--- src/rtl/ssd1306_text_console_if.sv ---
// Character byte stream into the SSD1306 text console.
// Handshake: a byte transfers on a rising clk edge where in_valid && in_ready;
// the source holds in_data stable while in_valid is high and in_ready is low.
interface ssd1306_text_console_if;
  logic       in_valid;
  logic [7:0] in_data;
  logic       in_ready;

  modport master (output in_valid, output in_data, input in_ready);
  modport slave  (input in_valid, input in_data, output in_ready);
endinterface

--- src/rtl/ssd1306_text_console.sv ---
// 16x4 text console: turns a byte stream into text RAM cell writes with cursor,
// control codes, clear and (with TEXT_CONSOLE_SCROLL_EN defined) scroll-up.
module ssd1306_text_console #(
  parameter int TEXT_WIDTH  = 16,
  parameter int TEXT_HEIGHT = 4,
  parameter int TEXT_SZ     = $clog2(TEXT_WIDTH*TEXT_HEIGHT)
) (
  input  logic                  clk,
  input  logic                  reset,
  ssd1306_text_console_if.slave s_in,
  input  logic                  clear,
  output logic                  busy,
  output logic [3:0]            cursor_col,
  output logic [1:0]            cursor_row,
  output logic                  text_wr_ena,
  output logic [7:0]            text_wr_data,
  output logic [TEXT_SZ-1:0]    text_wr_addr,
  output logic [1:0]            dbg_state
);

  localparam int         CELLS    = TEXT_WIDTH * TEXT_HEIGHT;
  localparam int         LAST_COL = TEXT_WIDTH - 1;
  localparam int         LAST_ROW = TEXT_HEIGHT - 1;
  localparam int         CW       = TEXT_SZ + 1;
  localparam logic [7:0] BLANK    = 8'h20;

  typedef enum logic [1:0] {
    S_IDLE   = 2'd0,
    S_CLEAR  = 2'd1,
    S_SCROLL = 2'd2
  } state_t;

  state_t             r_state;
  logic [CW-1:0]      r_cnt;
  logic [3:0]         r_col;
  logic [1:0]         r_row;
  logic               r_wr_ena;
  logic [7:0]         r_wr_data;
  logic [TEXT_SZ-1:0] r_wr_addr;

  logic w_accept;
  logic w_printable;
  logic w_last_col;
  logic w_last_row;

  assign w_accept    = s_in.in_valid && s_in.in_ready;
  assign w_printable = (s_in.in_data >= 8'h20) && (s_in.in_data <= 8'h7E);
  assign w_last_col  = (r_col == 4'(LAST_COL));
  assign w_last_row  = (r_row == 2'(LAST_ROW));

`ifdef TEXT_CONSOLE_SCROLL_EN
  logic [7:0]         r_shadow [CELLS];
  logic [TEXT_SZ-1:0] w_src_idx;
  logic [7:0]         w_src_data;
  logic [7:0]         w_scroll_data;

  always_ff @(posedge clk) begin
    if (r_wr_ena) r_shadow[r_wr_addr] <= r_wr_data;
  end

  // Source cell is one row below the target; the in-flight write is bypassed
  // because the shadow only commits it on the following edge.
  assign w_src_idx  = (r_state == S_SCROLL) ? r_cnt[TEXT_SZ-1:0] + TEXT_SZ'(TEXT_WIDTH)
                                            : TEXT_SZ'(TEXT_WIDTH);
  assign w_src_data = (r_wr_ena && (r_wr_addr == w_src_idx)) ? r_wr_data : r_shadow[w_src_idx];
  assign w_scroll_data = ((r_state == S_SCROLL) &&
                          (r_cnt[TEXT_SZ-1:0] >= TEXT_SZ'(CELLS - TEXT_WIDTH))) ? BLANK : w_src_data;
`endif

  always_ff @(posedge clk or negedge reset) begin
    if (!reset) begin
      r_state   <= S_CLEAR;
      r_cnt     <= '0;
      r_col     <= '0;
      r_row     <= '0;
      r_wr_ena  <= 1'b0;
      r_wr_addr <= '0;
      r_wr_data <= BLANK;
    end else if (clear) begin
      // Clear always wins: restart the blanking pass with cell 0 written now.
      r_state   <= S_CLEAR;
      r_cnt     <= CW'(1);
      r_wr_ena  <= 1'b1;
      r_wr_addr <= '0;
      r_wr_data <= BLANK;
    end else begin
      r_wr_ena <= 1'b0;
      case (r_state)
        S_IDLE: begin
          if (w_accept) begin
            if (w_printable) begin
              r_wr_ena  <= 1'b1;
              r_wr_addr <= TEXT_SZ'({r_row, r_col});
              r_wr_data <= s_in.in_data;
              if (!w_last_col) begin
                r_col <= r_col + 4'd1;
              end else begin
                r_col <= '0;
                if (!w_last_row) begin
                  r_row <= r_row + 2'd1;
                end else begin
`ifdef TEXT_CONSOLE_SCROLL_EN
                  r_state <= S_SCROLL;
                  r_cnt   <= '0;
`else
                  r_row <= '0;
`endif
                end
              end
            end else begin
              case (s_in.in_data)
                8'h0A: begin
                  r_col <= '0;
                  if (!w_last_row) begin
                    r_row <= r_row + 2'd1;
                  end else begin
`ifdef TEXT_CONSOLE_SCROLL_EN
                    // Output register is free here, so cell 0 goes out immediately.
                    r_state   <= S_SCROLL;
                    r_cnt     <= CW'(1);
                    r_wr_ena  <= 1'b1;
                    r_wr_addr <= '0;
                    r_wr_data <= w_scroll_data;
`else
                    r_row <= '0;
`endif
                  end
                end
                8'h0D: r_col <= '0;
                8'h08: begin
                  if (r_col != 4'd0) r_col <= r_col - 4'd1;
                end
                8'h0C: begin
                  r_state   <= S_CLEAR;
                  r_cnt     <= CW'(1);
                  r_wr_ena  <= 1'b1;
                  r_wr_addr <= '0;
                  r_wr_data <= BLANK;
                end
                default: ;
              endcase
            end
          end
        end
        S_CLEAR: begin
          if (r_cnt[TEXT_SZ]) begin
            r_state <= S_IDLE;
            r_col   <= '0;
            r_row   <= '0;
          end else begin
            r_wr_ena  <= 1'b1;
            r_wr_addr <= r_cnt[TEXT_SZ-1:0];
            r_wr_data <= BLANK;
            r_cnt     <= r_cnt + CW'(1);
          end
        end
`ifdef TEXT_CONSOLE_SCROLL_EN
        S_SCROLL: begin
          if (r_cnt[TEXT_SZ]) begin
            r_state <= S_IDLE;
            r_col   <= '0;
            r_row   <= 2'(LAST_ROW);
          end else begin
            r_wr_ena  <= 1'b1;
            r_wr_addr <= r_cnt[TEXT_SZ-1:0];
            r_wr_data <= w_scroll_data;
            r_cnt     <= r_cnt + CW'(1);
          end
        end
`endif
        default: r_state <= S_IDLE;
      endcase
    end
  end

  assign s_in.in_ready = (r_state == S_IDLE) && !clear;
  assign busy          = (r_state != S_IDLE);
  assign cursor_col    = r_col;
  assign cursor_row    = r_row;
  assign text_wr_ena   = r_wr_ena;
  assign text_wr_data  = r_wr_data;
  assign text_wr_addr  = r_wr_addr;
  assign dbg_state     = r_state;

endmodule

--- src/flat_wrapper.sv ---
// flat-port wrapper written by rule: the top's interface ports become plain ports
module ssd1306_text_console_flat 
#(
  parameter int TEXT_WIDTH  = 16,
  parameter int TEXT_HEIGHT = 4,
  parameter int TEXT_SZ     = $clog2(TEXT_WIDTH*TEXT_HEIGHT)
)
  (clk, reset, clear, busy, cursor_col, cursor_row, text_wr_ena, text_wr_data, text_wr_addr, dbg_state, s_in_in_valid, s_in_in_data, s_in_in_ready);
  ssd1306_text_console_if s_in_i ();
  input  logic clk;
  input  logic reset;
  input  logic clear;
  output logic busy;
  output logic [3:0] cursor_col;
  output logic [1:0] cursor_row;
  output logic text_wr_ena;
  output logic [7:0] text_wr_data;
  output logic [TEXT_SZ-1:0] text_wr_addr;
  output logic [1:0] dbg_state;
  input wire logic [$bits(s_in_i.in_valid)-1:0] s_in_in_valid;
  input wire logic [$bits(s_in_i.in_data)-1:0] s_in_in_data;
  output wire logic [$bits(s_in_i.in_ready)-1:0] s_in_in_ready;
  assign s_in_i.in_valid = s_in_in_valid;
  assign s_in_i.in_data = s_in_in_data;
  assign s_in_in_ready = s_in_i.in_ready;
  ssd1306_text_console #(.TEXT_WIDTH(TEXT_WIDTH), .TEXT_HEIGHT(TEXT_HEIGHT), .TEXT_SZ(TEXT_SZ)) u_core (.clk(clk), .reset(reset), .s_in(s_in_i), .clear(clear), .busy(busy), .cursor_col(cursor_col), .cursor_row(cursor_row), .text_wr_ena(text_wr_ena), .text_wr_data(text_wr_data), .text_wr_addr(text_wr_addr), .dbg_state(dbg_state));
endmodule
--- config.mk ---
export PLATFORM = sky130hd
export DESIGN_NAME = ssd1306_text_console_flat
export DESIGN_NICKNAME = d
export VERILOG_FILES = /design/src/rtl/ssd1306_text_console_if.sv /design/src/rtl/ssd1306_text_console.sv /design/src/flat_wrapper.sv
export SDC_FILE = /design/constraint.sdc
export NUM_CORES = 1
export LEC_CHECK = 0
export ABC_AREA = 0
export BUFFER_PORTS_ARGS = -buffer_cell sky130_fd_sc_hd__buf_2
export CAP_MARGIN = 10
export CORE_UTILIZATION = 30
export CTS_CLUSTER_DIAMETER = 150
export DETAILED_ROUTE_END_ITERATION = 10
export PLACE_DENSITY_LB_ADDON = 0.15
export SKIP_CTS_REPAIR_TIMING = 1
export SYNTH_ARGS = -nofsm -noshare
export SYNTH_HDL_FRONTEND = slang
export SYNTH_SLANG_ARGS = --single-unit
--- constraint.sdc ---
create_clock -name clk -period 4.2 [get_ports clk]
set_clock_uncertainty 0.15 [all_clocks]
set_input_delay 0.21 -clock clk [delete_from_list [all_inputs] [get_ports clk]]
set_output_delay 0.21 -clock clk [all_outputs]
set_load 0.05 [all_outputs]
==> impl_metrics.csv <==
group,metric,value,unit
status,status,"finished, final reports clean",
drt,drt_pass1_iterations,4,
drt,via_per_inst,4.94,
worst_hold_path,min_path_type,"input pin to flop",
drt,drc,0,
logic_synthesis,synthCells,181,
global_routing,grt.overflow.total,0,
finish,multi_input_area,860,µm²
critical_path,cp_max_fo,27,
pwr,vdd.ir_drop.worst,192,µV
cts,cts_made_buffers,5,
floorplan,die_w,76.7,µm
placed_design,placedInstanceArea,1880,µm²
finish,fin_area,2020,µm²
placed_design,gp_congestion,0.802,
pwr,p_total,0.000823,W
cts,clock_sinks,29,
finish,regArea,728,µm²
timing,setup_viol,0,
floorplan,initial_core_util,31.9,%
logic_synthesis,ys_seq_area_share,43.5,%
critical_path,cp_cell_sequence,"nor2b_4 > or2_4 > o31ai_4 > o21ai_0",
critical_path,worstPathRequired,4.17,ns
timing,setup_ws,2.05,ns
cts,path_clk_slew,0.07,ns
critical_path,cp-end-kind,"flop",
global_routing,first_global_vias,1326,
placed_design,port_buffers,35,
logic_synthesis,yosys_warnings,0,
logic_synthesis,synth_top_cells_by_count,"nand2_1, dfrtp_1, o21ai_0",
timing,setup_tns,0,ns
timing,max_freq,464,MHz
placed_design,dpl.hpwl,3010,µm
cts,ctsHtreeMaxLevel,2,
logic_synthesis,syn_nets,197,
logic_synthesis,synthMostInstantiatedCell,"nand2_1",
floorplan,io_pins,37,
timing,fin_hold_ws,0.0421,ns
timing,relSlewSlack,40.7,%
timing,drv_slew,0,
critical_path,worst-setup-path-type,"flop to flop",
logic_synthesis,synthesis.area,1670,µm²
timing,finalCritPeriodShare,51.3,%
logic_synthesis,synth_edf_count,0,
logic_synthesis,yosysTopAreaCell,"dfrtp_1",
drt,via_count,1422,
global_routing,track_usage,15.0,%
finish,antenna_cells,0,
drt,drt_wl_total,4160,µm
timing,hold_viol,0,
floorplan,die-area,5880,µm²
global_routing,grt_pass1_wl,6930,µm
critical_path,cpPeakStageDelay,0.79,ns
logic_synthesis,yosys.area.top_type_share,40.4,%
finish,fin_nets,233,
global_routing,grt_max_degree,30,
cts,cts_root_buf,"clkbuf_8",
pwr,p_per_area,407,nW/µm²
cts,cts_tree,"yes",
critical_path,crit_path_start_kind,"flop",
drt,ant_nets,0,
floorplan,die_h,76.7,µm
drt,drt_iter0_markers,98,
global_routing,antenna_found_initial,0,
timing,worst_pin_slew,0.889,ns
logic_synthesis,synth_area_leaders,"dfrtp_1, nand2_1, o21ai_0",
cts,clk_latency,0.28,ns
logic_synthesis,ys_seq_elements,29,
finish,area_delta_synth_final,21.0,%
flow_run,maxCapViolCount,0,
floorplan,fp-row-count,26,
logic_synthesis,ys.flop_type,"dfrtp_1",
finish,n_fill_cell,549,
finish,post_route_cells_drive_above_1_share,24.3,%
cts,cts_buffer_depth,2,
timing,period_minus_slack,2.15,ns
critical_path,arrival,2.13,ns
logic_synthesis,ys_async_sr_fraction,100,%
floorplan,core,5240,µm²
drt,post_drt_wl_per_cell,14.4,µm
logic_synthesis,synth_cell_types,49,
placed_design,post-place-ws,2.01,ns
pwr,p_leak,0.919,nW
timing,rsz0062_at_grt,"no",
logic_synthesis,syn_avg_cell_area,9.24,µm²
critical_path,critPathSlowestCell,"o31ai_4",
per-stage QoR:
step	cells	utilization [%]
2_1_floorplan	181	-
3_3_place_gp	279	35.9
3_5_place_dp	279	35.9
4_1_cts	287	38.5
5_1_grt	288	38.7
6_report	288	38.7
critical path: cells and delay by family, from the launching register on:
family	cells	cell delay, ns
AND/OR/NAND/NOR	2	0.42
AO/OA/AOI/OAI	2	1.00
flip-flops	1	0.43
routing by layer:
metal,track usage (%),vias to the layer above,wire length [µm]
met2,21.7,68,1750
met3,4.17,5,284
li1,-,704,-
met5,0,-,0
met4,4.04,0,36
met1,21.7,645,2090
power by group:
group	switching, W	total (W)	internal [W]
registers	0.0000226	0.000323	0.000301
logic	0.000108	0.000152	0.0000439
clock network	0.000112	0.000347	0.000236
registers in the layout, indices dropped and copies added, names as in the netlist:
signal	count
u_core.dbg_state	1
u_core.text_wr_data	8
u_core.r_cnt	7
u_core.text_wr_ena	1
u_core.text_wr_addr	6
u_core.cursor_col	4
u_core.cursor_row	2
kinds of logic (layout without fill, tap and decap cells):
group                      after synthesis  count (layout)  share of synthesized area, %
AOI/OAI and AO/OA                       51              51                          21.2
muxes                                    4               4                          2.47
other                                    1               1                         0.224
adders and majority gates                4               4                          2.99
xor gates and xnor gates                 3               3                          1.57
and+or+nand+nor                         74              74                          23.0
buffers and inverters                   15              52                          5.09
DFF                                     29              29                          43.5
cell type report:
type                            instances  share of cell area [%]
Multi-Input combinational cell        137                    42.5
Tap cell                               70                    4.33
Inverter                                8                    1.48
Clock buffer                            5                    3.40
Timing Repair Buffer                   36                    9.15
Sequential cell                        29                    36.0
Clock inverter                          3                    3.21
worst paths after layout:
| path | startpoint | end | slack [ns] | depth (start not counted) |
|---|---|---|---|---|
| worst max-delay path | u_core.dbg_state[0] | u_core.text_wr_addr[0] | 2.05 | 4 |
| worst min-delay path | s_in_in_data[4] | u_core.text_wr_data[4] | 0.04 | 3 |
| worst max register to register | u_core.dbg_state[0] | u_core.text_wr_addr[0] | 2.05 | 4 |
| worst min register to register | u_core.text_wr_data[5] | u_core.text_wr_data[5] | 0.31 | 2 |
| max in group asynchronous | reset | u_core.cursor_col[3] | 3.13 | 2 |
| min in group asynchronous | reset | u_core.text_wr_addr[3] | 0.35 | 2 |
layout by cell type (no fill, tap or decap), types with 3 or more instances in the layout:
cell / synthesis / routed
and2_1: 4 / 4
o21ai_0: 17 / 17
and3_1: 3 / 3
nor2_1: 8 / 8
ha_1: 4 / 4
buf_2: 2 / 35
dfrtp_1: 27 / 27
mux2i_1: 3 / 3
nor2b_1: 5 / 5
nor3_1: 4 / 4
inv_1: 8 / 8
a21oi_1: 4 / 4
a22oi_1: 5 / 5
o21ai_1: 9 / 9
nand2_1: 35 / 35
clkbuf_8: 0 / 5
Power figures use the tool's default switching activity.
